<file path="src/rtl/lift_pkg.sv">
// rtl/lift_pkg.sv - shared constants and types for the lift call panel
package lift_pkg;
  localparam int NUM_FLOORS = 11;
  localparam int FLOOR_W    = 4;

  localparam logic [1:0] MOTOR_IDLE = 2'b00;
  localparam logic [1:0] MOTOR_UP   = 2'b11;
  localparam logic [1:0] MOTOR_DOWN = 2'b10;

  typedef enum logic {DOOR_CLOSED, DOOR_OPEN} door_state_t;
endpackage

</file>
<file path="src/rtl/lift_btn_debounce.sv">
// rtl/lift_btn_debounce.sv - button synchronizer, debouncer and press (rising-edge) detector
module lift_btn_debounce #(
  parameter int DEBOUNCE_CYCLES = 4
) (
  input  logic clk_i,
  input  logic rst_ni,
  input  logic btn_i,
  output logic press_o
);
  localparam int CNT_W = $clog2(DEBOUNCE_CYCLES + 1);
  localparam logic [CNT_W-1:0] CNT_LAST = CNT_W'(DEBOUNCE_CYCLES - 1);

  logic             sync1_q, sync2_q;
  logic             level_q, level_d, level_prev_q;
  logic [CNT_W-1:0] cnt_q, cnt_d;

  // Any sample agreeing with the current level restarts the stability count.
  always_comb begin
    level_d = level_q;
    cnt_d   = '0;
    if (sync2_q != level_q) begin
      if (cnt_q == CNT_LAST) begin
        level_d = sync2_q;
      end else begin
        cnt_d = cnt_q + 1'b1;
      end
    end
  end

  always_ff @(posedge clk_i or negedge rst_ni) begin
    if (!rst_ni) begin
      sync1_q      <= 1'b0;
      sync2_q      <= 1'b0;
      level_q      <= 1'b0;
      level_prev_q <= 1'b0;
      cnt_q        <= '0;
    end else begin
      sync1_q      <= btn_i;
      sync2_q      <= sync1_q;
      level_q      <= level_d;
      level_prev_q <= level_q;
      cnt_q        <= cnt_d;
    end
  end

  assign press_o = level_q & ~level_prev_q;
endmodule

</file>
<file path="src/rtl/lift_call_panel.sv">
// rtl/lift_call_panel.sv - request register, door FSM and dwell timer in front of the lift controller
module lift_call_panel
  import lift_pkg::*;
#(
  parameter int DEBOUNCE_CYCLES = 4,
  parameter int DOOR_CYCLES     = 8
) (
  input  logic                  clk_i,
  input  logic                  rst_ni,
  input  logic [NUM_FLOORS-1:0] btn_hall_i,
  input  logic [NUM_FLOORS-1:0] btn_car_i,
  input  logic [FLOOR_W-1:0]    curr_floor_i,
  input  logic [1:0]            motor_signal_i,
  output logic [NUM_FLOORS-1:0] floor_req_o,
  output logic                  door_open_o,
  output logic                  served_pulse_o,
  output logic [FLOOR_W-1:0]    served_floor_o,
  output logic                  door_fault_o
);
  localparam int DWELL_W = $clog2(DOOR_CYCLES);
  localparam logic [DWELL_W-1:0] DWELL_LAST = DWELL_W'(DOOR_CYCLES - 1);

  logic [NUM_FLOORS-1:0] hall_press, car_press, press, floor_bit;
  door_state_t           state_q, state_d;
  logic [DWELL_W-1:0]    dwell_q, dwell_d;
  logic [NUM_FLOORS-1:0] req_q, req_d;
  logic                  served_pulse_q, served_pulse_d;
  logic [FLOOR_W-1:0]    served_floor_q, served_floor_d;
  logic                  fault_q, fault_d;

  for (genvar g = 0; g < NUM_FLOORS; g++) begin : g_btn
    lift_btn_debounce #(.DEBOUNCE_CYCLES(DEBOUNCE_CYCLES)) u_hall (
      .clk_i(clk_i), .rst_ni(rst_ni), .btn_i(btn_hall_i[g]), .press_o(hall_press[g])
    );
    lift_btn_debounce #(.DEBOUNCE_CYCLES(DEBOUNCE_CYCLES)) u_car (
      .clk_i(clk_i), .rst_ni(rst_ni), .btn_i(btn_car_i[g]), .press_o(car_press[g])
    );
  end

  assign press     = hall_press | car_press;
  // Out-of-range floor numbers select nothing, so they never service or reload.
  assign floor_bit = (curr_floor_i < FLOOR_W'(NUM_FLOORS)) ?
                     (NUM_FLOORS'(1) << curr_floor_i) : '0;

  always_comb begin
    state_d        = state_q;
    dwell_d        = dwell_q;
    req_d          = req_q | press;
    served_pulse_d = 1'b0;
    served_floor_d = served_floor_q;
    fault_d        = fault_q;
    case (state_q)
      DOOR_CLOSED: begin
        if (motor_signal_i == MOTOR_IDLE && |(req_q & floor_bit)) begin
          state_d        = DOOR_OPEN;
          dwell_d        = DWELL_LAST;
          req_d          = (req_q | press) & ~floor_bit;
          served_pulse_d = 1'b1;
          served_floor_d = curr_floor_i;
        end
      end
      DOOR_OPEN: begin
        // A press at the open floor only extends the dwell.
        req_d = req_q | (press & ~floor_bit);
        if (motor_signal_i != MOTOR_IDLE) begin
          state_d = DOOR_CLOSED;
          fault_d = 1'b1;
        end else if (|(press & floor_bit)) begin
          dwell_d = DWELL_LAST;
        end else if (dwell_q == '0) begin
          state_d = DOOR_CLOSED;
        end else begin
          dwell_d = dwell_q - 1'b1;
        end
      end
      default: state_d = DOOR_CLOSED;
    endcase
  end

  always_ff @(posedge clk_i or negedge rst_ni) begin
    if (!rst_ni) begin
      state_q        <= DOOR_CLOSED;
      dwell_q        <= '0;
      req_q          <= '0;
      served_pulse_q <= 1'b0;
      served_floor_q <= '0;
      fault_q        <= 1'b0;
    end else begin
      state_q        <= state_d;
      dwell_q        <= dwell_d;
      req_q          <= req_d;
      served_pulse_q <= served_pulse_d;
      served_floor_q <= served_floor_d;
      fault_q        <= fault_d;
    end
  end

  assign floor_req_o    = req_q;
  assign door_open_o    = (state_q == DOOR_OPEN);
  assign served_pulse_o = served_pulse_q;
  assign served_floor_o = served_floor_q;
  assign door_fault_o   = fault_q;
endmodule
</file>
<file path="config.mk">
export PLATFORM = sky130hd
export DESIGN_NAME = lift_call_panel
export DESIGN_NICKNAME = d
export VERILOG_FILES = /design/src/rtl/lift_pkg.sv /design/src/rtl/lift_btn_debounce.sv /design/src/rtl/lift_call_panel.sv
export SDC_FILE = /design/constraint.sdc
export NUM_CORES = 1
export LEC_CHECK = 0
export CAP_MARGIN = 20
export CORE_AREA = 4 4 133 135
export DETAILED_ROUTE_END_ITERATION = 6
export DIE_AREA = 0 0 137 139
export MAX_ROUTING_LAYER = met4
export PLACE_DENSITY_LB_ADDON = 0.2
export SYNTH_ARGS = -nofsm -noshare
export SYNTH_HDL_FRONTEND = slang
export SYNTH_SLANG_ARGS = --single-unit
</file>
<file path="constraint.sdc">
create_clock -name clk_i -period 5.4 [get_ports clk_i]
set_input_delay 1.62 -clock clk_i [delete_from_list [all_inputs] [get_ports clk_i]]
set_output_delay 1.62 -clock clk_i [all_outputs]
set_load 0.01 [all_outputs]
</file>
==> results.tsv <==
stage	metric	value	unit
clocking	clk_path_buf_depth	2	
finish	syn_to_final_growth	20.68	%
clocking	root_buffer	clkbuf_16	
grt	grt_pass1_vias	3913	
grt	grt_usage	13.59	%
placement	io_buffers	47	
synth	synth_common_cells	dfrtp_1 (175), nor3b_1 (38), nor2b_1 (32)	
synth	syn_nets	542	
synth	yosysMostFrequentCell	dfrtp_1	
synth	ys_warn_count	0	
clocking	htreeDepth	4	
grt	antenna_found_initial	0	
clocking	cts_inserted_buffers	17	
timing	min_period_over_period	77.25	%
detailed_routing	vias_per_cell	4.831	
timing	tns	0	ps
critical_path	reg2reg_from	floor_req_o[2]$_DFF_PN0_	
clocking	cts_setup_buffers	0	
timing	setup_violations	0	
min_path	holdPathEnd	g_btn[9].u_car.sync2_q$_DFF_PN0_	
min_path	worstHoldPathType	register to register	
synth	syn_area	0.006497	mm^2
clocking	cts.sinks	175	
power_and_ir_drop	irDropWorstVdd	0.2242	mV
synth	async_flop_share	100.0	%
clocking	cts-resized-gates	0	
detailed_routing	wl_per_cell	14.71	um
critical_path	critPathArrivalTime	4480	ps
clocking	clock_latency	430	ps
timing	maxSlewViolCount	0	
synth	ys_seq_area_share	67.40	%
min_path	min_from	g_btn[9].u_car.sync1_q$_DFF_PN0_	
clocking	cts.clk_slew.worst_paths	60	ps
synth	synthTopCellsByArea	dfrtp_1 (67%), ha_1 (4.6%), nor3b_1 (4.4%), nor2b_1 (3.1%), xnor2_1 (3.0%)	
grt	grt_start_max_net_pins	109	
timing	hold_viol_final	0	
detailed_routing	vias	3768	
synth	synth.avg_cell_area	13.31	um^2
finish	nets	601	
power_and_ir_drop	power_per_cell_area	487.1	mW/mm^2
detailed_routing	drc	0	
floorplan	coreArea	0.01647	mm^2
synth	synth_flop_cell	dfrtp_1	
clocking	cts_tree	done	
finish	n_antenna_cell	0	
run_status	status	completed	
finish	drive_above_1_share	8.036	%
floorplan	initial_utilization	39.46	%
floorplan	die_h	139	um
synth	yosys.area.top_type_share	67.40	%
critical_path	start_kind	primary input	
placement	dp_hpwl	7822	um
grt	grt_pass1_wl	19410	um
synth	synth-edff-count	0	
detailed_routing	first_pass_iters	4	
detailed_routing	wl	11470	um
timing	clock_skew	6.262	ps
clocking	cts_hold_buf	0	
finish	finalNonFillerCells	780	
job	drv_cap	0	
critical_path	cp_max_fo	15	
grt	grt.overflow.total	0	
timing	rsz0062_at_grt	false	
power_and_ir_drop	power_leakage	3.462	nW
floorplan	top_level_ports	48	
synth	ys_ff_latch	175	
timing	fin_crit	4171	ps
detailed_routing	ant_nets	0	
floorplan	rows	47	
critical_path	r2r-end	served_floor_o[0]$_DFFE_PN0P_	
timing	worst_pin_slew	997.4	ps
placement	gp_congestion	0.7481	
timing	max_slew_margin	33.51	%
synth	synth.distinct_cells	44	
critical_path	criticalPathCategory	primary input to register	
detailed_routing	drtIter0Drc	238	
critical_path	crit_path_end_kind	register	
synth	synth_top_area_cell	dfrtp_1	
critical_path	cp.required	5710	ps
synth	syn_inst	488	
placement	place_inst	748	
timing	fmax	239.7	MHz
floorplan	die_w	137	um
min_path	hold_depth	0	
critical_path	reg2reg_depth	6	
floorplan	die-area	0.01904	mm^2
critical_path	r2r_setup_slack	3030	ps
[stage by stage]
stage                     total power, mW  utilization (%)  setup WS (ps)  area, um^2  hold WS, ps
after floorplan                     2.276                -           2006        6497        331.2
after global placement              2.481            43.75          906.2        7203        332.4
after detailed placement            2.542            43.75          805.9        7203        334.7
after CTS                           3.882            47.62           1265        7841        349.5
after global routing                4.061            47.62           1061        7841        357.7
final                               3.820            47.62           1229        7841        345.4
[worst max-delay path, cell delays in order]
cell	delay [ps]
clkdlybuf4s50_1	680
nor2b_2	460
a22oi_2	100
o221ai_2	190
o21ai_2	100
a2111oi_4	910
mux2_2	420
[cell usage in the layout, fill, tap and decap left out, types with 2 or more instances in the layout]
cell type / Yosys / final
mux2_2: 5 / 5
nand2b_1: 3 / 3
clkbuf_1: 2 / 3
clkinv_2: 0 / 3
clkdlybuf4s50_1: 0 / 46
clkbuf_16: 0 / 17
bufinv_16: 0 / 5
nor3_1: 24 / 24
ha_1: 24 / 24
xnor2_1: 22 / 22
nor2b_1: 32 / 32
a31oi_1: 6 / 6
nor2_1: 7 / 7
nor3b_1: 38 / 38
o21ai_0: 23 / 23
a2111oi_4: 2 / 2
and2_1: 2 / 2
a41oi_1: 2 / 2
and3_1: 4 / 4
nand3_1: 10 / 10
mux2_1: 2 / 2
inv_1: 25 / 25
nand2_1: 27 / 27
clkinvlp_4: 0 / 3
o22ai_1: 10 / 10
a21oi_1: 18 / 18
dfrtp_1: 175 / 175
[cell type report]
class                   count  area [um^2]
repair buffers             48        491.7
well taps                 220        275.3
clock inverters            11        187.7
flip-flops and latches    175         4379
fillers                  1436         8625
clock buffers              21        450.4
inverters                  25        93.84
multi-input cells         280         1963
[power by group]
| part | internal (mW) | switching, mW |
|---|---|---|
| combinational | 0.336 | 0.365 |
| clock | 0.830 | 0.488 |
| sequential | 1.62 | 0.176 |
[worst max path at each step]
stage	end	slack (ps)	startpoint	depth (start not counted)
2_1_floorplan	served_floor_o[1]$_DFFE_PN0P_	2010	curr_floor_i[2]	8
3_3_place_gp	served_floor_o[3]$_DFFE_PN0P_	910	curr_floor_i[2]	7
3_5_place_dp	served_floor_o[3]$_DFFE_PN0P_	810	curr_floor_i[2]	7
4_1_cts	served_floor_o[0]$_DFFE_PN0P_	1260	curr_floor_i[2]	7
5_1_grt	floor_req_o[5]$_DFF_PN0_	1060	curr_floor_i[2]	8
6_report	served_floor_o[0]$_DFFE_PN0P_	1230	curr_floor_i[2]	7
[per-layer routing]
metal,wire length [um],vias up,track usage [%]
met3,422,22,3.737
met1,5505,1885,17.93
met4,259,0,6.355
li1,-,1805,-
met2,5285,56,19.44
met5,0,-,-
[registers in the layout (all words and copies together) (netlist names), 3 cells and up]
register	cells
g_btn.u_car.cnt_q	33
g_btn.u_hall.cnt_q	33
floor_req_o	11
g_btn.u_car.level_prev_q	11
g_btn.u_car.level_q	11
g_btn.u_car.sync1_q	11
g_btn.u_car.sync2_q	11
g_btn.u_hall.level_prev_q	11
g_btn.u_hall.level_q	11
g_btn.u_hall.sync1_q	11
g_btn.u_hall.sync2_q	11
served_floor_o	4
dwell_q	3
[cells by family after synthesis]
| group | Yosys count | synth area share [%] |
|---|---|---|
| AO/OA/AOI/OAI | 72 | 7.491 |
| XOR/XNOR | 22 | 2.965 |
| adder cells (fa/ha/maj) | 24 | 4.622 |
| buffers and inverters | 33 | 2.388 |
| flip-flops | 175 | 67.40 |
| multiplexers | 8 | 1.367 |
| AND/OR/NAND/NOR | 154 | 13.77 |
(Power assumes the default switching activity.)
